$ cat config.mk
export PLATFORM = sky130hd
export DESIGN_NAME = bv2_unscl_sigma2_seq
export DESIGN_NICKNAME = d
export VERILOG_FILES = /design/src/rtl/bv2_unscl_sigma2_seq.sv
export SDC_FILE = /design/constraint.sdc
export NUM_CORES = 1
export LEC_CHECK = 0
export ABC_AREA = 1
export CORE_MARGIN = 2
export CORE_UTILIZATION = 48
export CTS_BUF_LIST = sky130_fd_sc_hd__clkbuf_4 sky130_fd_sc_hd__clkbuf_8
export DETAILED_ROUTE_END_ITERATION = 7
export PLACE_DENSITY = 0.8
export SLEW_MARGIN = 15
export SYNTH_ARGS = -nofsm -noshare
export SYNTH_HDL_FRONTEND = slang
export SYNTH_SLANG_ARGS = --single-unit
export TNS_END_PERCENT = 1
$ cat constraint.sdc
create_clock -name in_clock -period 1.47 [get_ports in_clock]
set_input_delay 0.294 -clock in_clock [delete_from_list [all_inputs] [get_ports in_clock]]
set_output_delay 0.294 -clock in_clock [all_outputs]
set_load 0.03 [all_outputs]
$ cat src/rtl/bv2_unscl_sigma2_seq.sv
// Serial GF(2^2) unscaler: multiplies each 2-bit element of a word by W^-1 = W^2, one element per clock.
// Optional macro BV2_UNSCL_SELFCHECK_EN adds a shadow-register re-scale check with a sticky out_error port.
module bv2_unscl_sigma2_seq #(
    parameter  int NUM_ELEM = 8,
    localparam int CNT_W    = $clog2(NUM_ELEM)
) (
    input  logic                  in_clock,
    input  logic                  in_reset,
    input  logic                  in_valid,
    input  logic [2*NUM_ELEM-1:0] in_data,
    output logic                  out_in_ready,
    output logic                  out_valid,
    output logic [2*NUM_ELEM-1:0] out_data,
    input  logic                  in_out_ready,
`ifdef BV2_UNSCL_SELFCHECK_EN
    output logic                  out_error,
`endif
    output logic                  out_busy
);

    typedef enum logic [1:0] {IDLE, BUSY, DONE} state_t;

    localparam logic [CNT_W-1:0] LAST = CNT_W'(NUM_ELEM - 1);

    state_t                  state_q, state_d;
    logic [CNT_W-1:0]        cnt_q, cnt_d;
    logic [2*NUM_ELEM-1:0]   data_q, data_d;

    // x * W^2: b1 = a0, b0 = a0 ^ a1
    function automatic logic [1:0] unscl(input logic [1:0] a);
        return {a[0], a[0] ^ a[1]};
    endfunction

    always_comb begin
        state_d = state_q;
        cnt_d   = cnt_q;
        data_d  = data_q;
        case (state_q)
            IDLE: begin
                if (in_valid) begin
                    data_d  = in_data;
                    cnt_d   = '0;
                    state_d = BUSY;
                end
            end
            BUSY: begin
                for (int k = 0; k < NUM_ELEM; k++) begin
                    if (cnt_q == CNT_W'(k))
                        data_d[2*k +: 2] = unscl(data_q[2*k +: 2]);
                end
                if (cnt_q == LAST) begin
                    cnt_d   = '0;
                    state_d = DONE;
                end else begin
                    cnt_d = cnt_q + 1'b1;
                end
            end
            DONE: begin
                if (in_out_ready)
                    state_d = IDLE;
            end
            default: state_d = IDLE;
        endcase
    end

    always_ff @(posedge in_clock or posedge in_reset) begin
        if (in_reset) begin
            state_q <= IDLE;
            cnt_q   <= '0;
            data_q  <= '0;
        end else begin
            state_q <= state_d;
            cnt_q   <= cnt_d;
            data_q  <= data_d;
        end
    end

    // Ready is masked by reset so it reads low while reset is held.
    assign out_in_ready = (state_q == IDLE) && !in_reset;
    assign out_valid    = (state_q == DONE);
    assign out_data     = (state_q == DONE) ? data_q : '0;
    assign out_busy     = (state_q == BUSY);

`ifdef BV2_UNSCL_SELFCHECK_EN
    logic [2*NUM_ELEM-1:0] shadow_q, shadow_d;
    logic                  err_q, err_d;
    logic                  mism;

    // x * W: b1 = a0 ^ a1, b0 = a1
    function automatic logic [1:0] scl(input logic [1:0] a);
        return {a[0] ^ a[1], a[1]};
    endfunction

    always_comb begin
        mism = 1'b0;
        for (int k = 0; k < NUM_ELEM; k++) begin
            if (scl(data_q[2*k +: 2]) != shadow_q[2*k +: 2])
                mism = 1'b1;
        end
        shadow_d = shadow_q;
        if (state_q == IDLE && in_valid)
            shadow_d = in_data;
        err_d = err_q | ((state_q == DONE) && mism);
    end

    always_ff @(posedge in_clock or posedge in_reset) begin
        if (in_reset) begin
            shadow_q <= '0;
            err_q    <= 1'b0;
        end else begin
            shadow_q <= shadow_d;
            err_q    <= err_d;
        end
    end

    assign out_error = err_q;
`endif

endmodule
==> results.env <==
FINAL_NON_FILLER_CELLS=295
NETLIST_AREA_SQ_UM=1410
CTS_MADE_BUFFERS=3
NUMBER_OF_CELL_INSTANCES_ON_THE_WORST_REGISTER_TO_REGISTER_PATH=7
NUMBER_OF_GLOBAL_ROUTE_VIAS_BEFORE_REPAIR=1405
SYNTH.LIB_CELLS_USED.DISTINCT=15
CLOCK-ROOT-BUFFER='sky130_fd_sc_hd__clkbuf_4'
AREA_DELTA_SYNTH_FINAL_PCT=52.0
SETUP-VIOLATIONS-FINAL=19
ANTENNA_FOUND_INITIAL=0
DETAILED_PLACE_HPWL_UM=2450
MEASURED_SLEW_AT_THE_WORST_SLEW_CHECK_PIN_NS=0.281
DIE_AREA_SQ_UM=3380
POST_ROUTE_CELLS_DRIVE_ABOVE_1_SHARE_PCT=23.5
CELLPOWERDENSITY_nW_PER_UM2=1690
CLOCK_LATENCY_NS=0.31
GRT_SETUP_UNREPAIRED='yes'
FMAX_MHz=637
REPORT.POWER.TOTAL_mW=3.61
LARGEST_CELLS_BY_AREA_AFTER_SYNTHESIS='sky130_fd_sc_hd__dfrtp_1 37%, sky130_fd_sc_hd__nand2_1 22%, sky130_fd_sc_hd__nand3_1 11%'
POSTPLACECELLAREA_SQ_UM=1860
FIN_HOLD_WS_NS=0.382
ROUTED_WL_UM=3590
MAX-VDD-IR-DROP_mV=1.48
GRT_FIRST_PASS_WIRELENGTH_UM=6030
POST_DRT_VIA_CELL_RATIO=5.00
CORE.ROWCOUNT=19
FLIP_FLOP_AND_LATCH_AREA_SQ_UM=527
PLACE.GP.CONGESTION=0.762
DIEHEIGHT_UM=58.1
PERIOD_MINUS_SLACK_NS=1.57
PORT_BUFFERS=38
ROUTE.VIAS.TOTAL=1474
DIE_WIDTH_UM=58.1
INITIAL_UTIL_PCT=50.6
FINAL_CORE_UTILIZATION_PCT=76.9
MAXIMUM_NUMBER_OF_BUFFERS_FROM_CLOCK_ROOT_TO_SINK=2
YOSYS.AREA.TOP_TYPE='sky130_fd_sc_hd__dfrtp_1'
FILL_CELLS=215
IO_PINS=39
TRITONCTS_NUM_SINKS=21
N_ANTENNA_CELL=0
POWER.LEAKAGE_nW=1.12
CRIT_PATH_END_KIND='output pin'
CAP_VIOL_MAX_COUNT=0
CRITICAL_PATH.STARTPOINT_TYPE='flop'
PLACED_CELLS_INCL_TAPS=286
CORE-AREA_SQ_UM=2780
WORSTHOLDPATHTYPE='in2async'
CTS.CLK_SLEW.WORST_PATHS_NS=0.13
CTS_TREE='built'
ROUTE.DETAILED.WL_PER_INST_UM=12.2
REPORT.FINAL.SLEW_VIOL_COUNT=0
SYNTH_TOP_CELL_AREA_SHARE_PCT=37.4
INITIALDRTVIOLATIONCOUNT=61
LENGTH_OF_THE_FIRST_DETAILED_ROUTING_PASS_IN_ITERATIONS=4
GRT_MAX_DEGREE=22
HOLDBUFCOUNTCTS=0
NUMBER_OF_FAILING_HOLD_ENDPOINTS_AT_THE_FINAL_STAGE=0
REQUIRED_NS=1.18
CTS_HTREE_LEVELS=1
SYNTH-SEQ-CELLS=21
STATUS='finished with violations'
GR-USAGE-ALL-LAYERS_PCT=23.4
PERIOD_SHARE_PCT=107
SYNTH.YOSYS.SEQ_AREA_SHARE_PCT=37.4
FINISH.NET_COUNT=292
SYNTH_WARNINGS=0
DETAILEDPLACE.WORSTSLACK_NS=0.0894
TIMING.MAX_SLEW.REL_SLACK_PCT=81.3
TOTALNEGATIVESETUPSLACK_NS=-1.67
CRITICALPATHCATEGORY='reg2out'
GRT_REMAINING_OVERFLOW=0
NETS_IN_THE_SYNTHESIZED_NETLIST=241
MULTIINPUTGATEAREA_SQ_UM=863
CRITICAL_PATH_PEAK_FANOUT=7
POST_SYNTH_INST_COUNT=214
FAILED_CHECKS='setup timing'
LAYOUT.CELL_AREA.NON_FILLER_SQ_UM=2140
WORST_SLACK_NS=-0.0997
CRITPATHARRIVALTIME_NS=1.28
ANT_NETS=0
POST-ROUTE-DRC-COUNT=0
CLOCK-SKEW-FINAL_NS=0.0158
SYNTHESIS.AREA_PER_INSTANCE_SQ_UM=6.57
-- state kept, by name, summed over array words and instances, names as in the netlist --
| register | count |
|---|---|
| state_q | 2 |
| cnt_q | 3 |
| data_q | 16 |
-- cells by family (layout without fill, tap and decap cells) --
group | Yosys count | count (layout) | synth area share (%)
compound gates | 15 | 15 | 5.52
buf+inv | 36 | 86 | 10.7
fa+ha+maj | 7 | 7 | 6.23
simple gates | 135 | 135 | 40.2
flops | 21 | 21 | 37.4
-- cell usage after synthesis --
cell,n
sky130_fd_sc_hd__nand2_1,83
sky130_fd_sc_hd__nand3_1,31
sky130_fd_sc_hd__inv_1,28
sky130_fd_sc_hd__dfrtp_1,21
sky130_fd_sc_hd__nor2_1,16
sky130_fd_sc_hd__o21ai_0,13
sky130_fd_sc_hd__ha_1,7
sky130_fd_sc_hd__buf_2,6
sky130_fd_sc_hd__nand4_1,2
sky130_fd_sc_hd__o22ai_1,2
sky130_fd_sc_hd__buf_6,1
sky130_fd_sc_hd__inv_2,1
sky130_fd_sc_hd__nand3_2,1
sky130_fd_sc_hd__nor2_4,1
sky130_fd_sc_hd__nor3_1,1
-- repair_timing --
item	CTS	global route
cloned	1	0
setup buffers	4	0
endpoints found under the setup margin	19	21
resized for setup	33	19
pin swaps	2	1
-- layout make-up --
class                   instances  share of cell area (%)
clock buffers                   4                    1.40
inverters                      29                    5.09
repair buffers                 53                    26.7
multi-input cells             157                    40.4
flip-flops and latches         21                    24.6
well taps                      31                    1.81
-- worst paths after layout --
check / start / end / slack, ns
setup reg to reg: state_q[1] / data_q[8] / 0.11
hold / removal: in_reset / data_q[11] / 0.38
max in group asynchronous: in_reset / data_q[15] / 0.85
min in group in_clock: in_out_ready / state_q[1] / 0.54
setup / recovery: state_q[0] / out_data[15] / -0.1
hold reg to reg: data_q[15] / data_q[15] / 0.55
-- critical path, stage by stage, from the launching register on --
cell and delay, ns:
sky130_fd_sc_hd__dfrtp_1 0.41, sky130_fd_sc_hd__inv_2 0.08, sky130_fd_sc_hd__nand2_4 0.09, sky130_fd_sc_hd__buf_12 0.17, sky130_fd_sc_hd__nor2_4 0.08, sky130_fd_sc_hd__buf_6 0.13
-- report_power, final --
| part | switching (mW) | internal (mW) |
|---|---|---|
| sequential | 0.196 | 0.851 |
| clock | 0.177 | 0.124 |
| combinational | 1.38 | 0.878 |
-- layout by cell type (no fill, tap or decap) --
cell / synthesis / layout
sky130_fd_sc_hd__buf_6: 1 / 18
sky130_fd_sc_hd__nor3_2: 0 / 1
sky130_fd_sc_hd__buf_12: 0 / 3
sky130_fd_sc_hd__o22ai_1: 2 / 2
sky130_fd_sc_hd__nand4_1: 2 / 2
sky130_fd_sc_hd__o21ai_1: 0 / 1
sky130_fd_sc_hd__clkdlybuf4s50_1: 0 / 19
sky130_fd_sc_hd__nand2_1: 83 / 82
sky130_fd_sc_hd__buf_4: 0 / 12
sky130_fd_sc_hd__buf_16: 0 / 1
sky130_fd_sc_hd__dfrtp_2: 0 / 1
sky130_fd_sc_hd__clkbuf_4: 0 / 4
sky130_fd_sc_hd__inv_2: 1 / 3
sky130_fd_sc_hd__nand3_1: 31 / 31
sky130_fd_sc_hd__ha_1: 7 / 7
sky130_fd_sc_hd__nand3_2: 1 / 1
sky130_fd_sc_hd__nand2_4: 0 / 1
sky130_fd_sc_hd__inv_1: 28 / 26
sky130_fd_sc_hd__dfrtp_1: 21 / 20
sky130_fd_sc_hd__o21ai_0: 13 / 12
sky130_fd_sc_hd__nor2_4: 1 / 17
-- layer usage --
layer,up-vias,share of wire [%],global-route usage (%)
met3,2,3.1,2.68
met4,0,0.61,6.98
met2,27,52,42.5
met5,-,0,0
met1,673,44,29.0
li1,772,-,-
No activity file was read; power rests on OpenSTA's default activity.
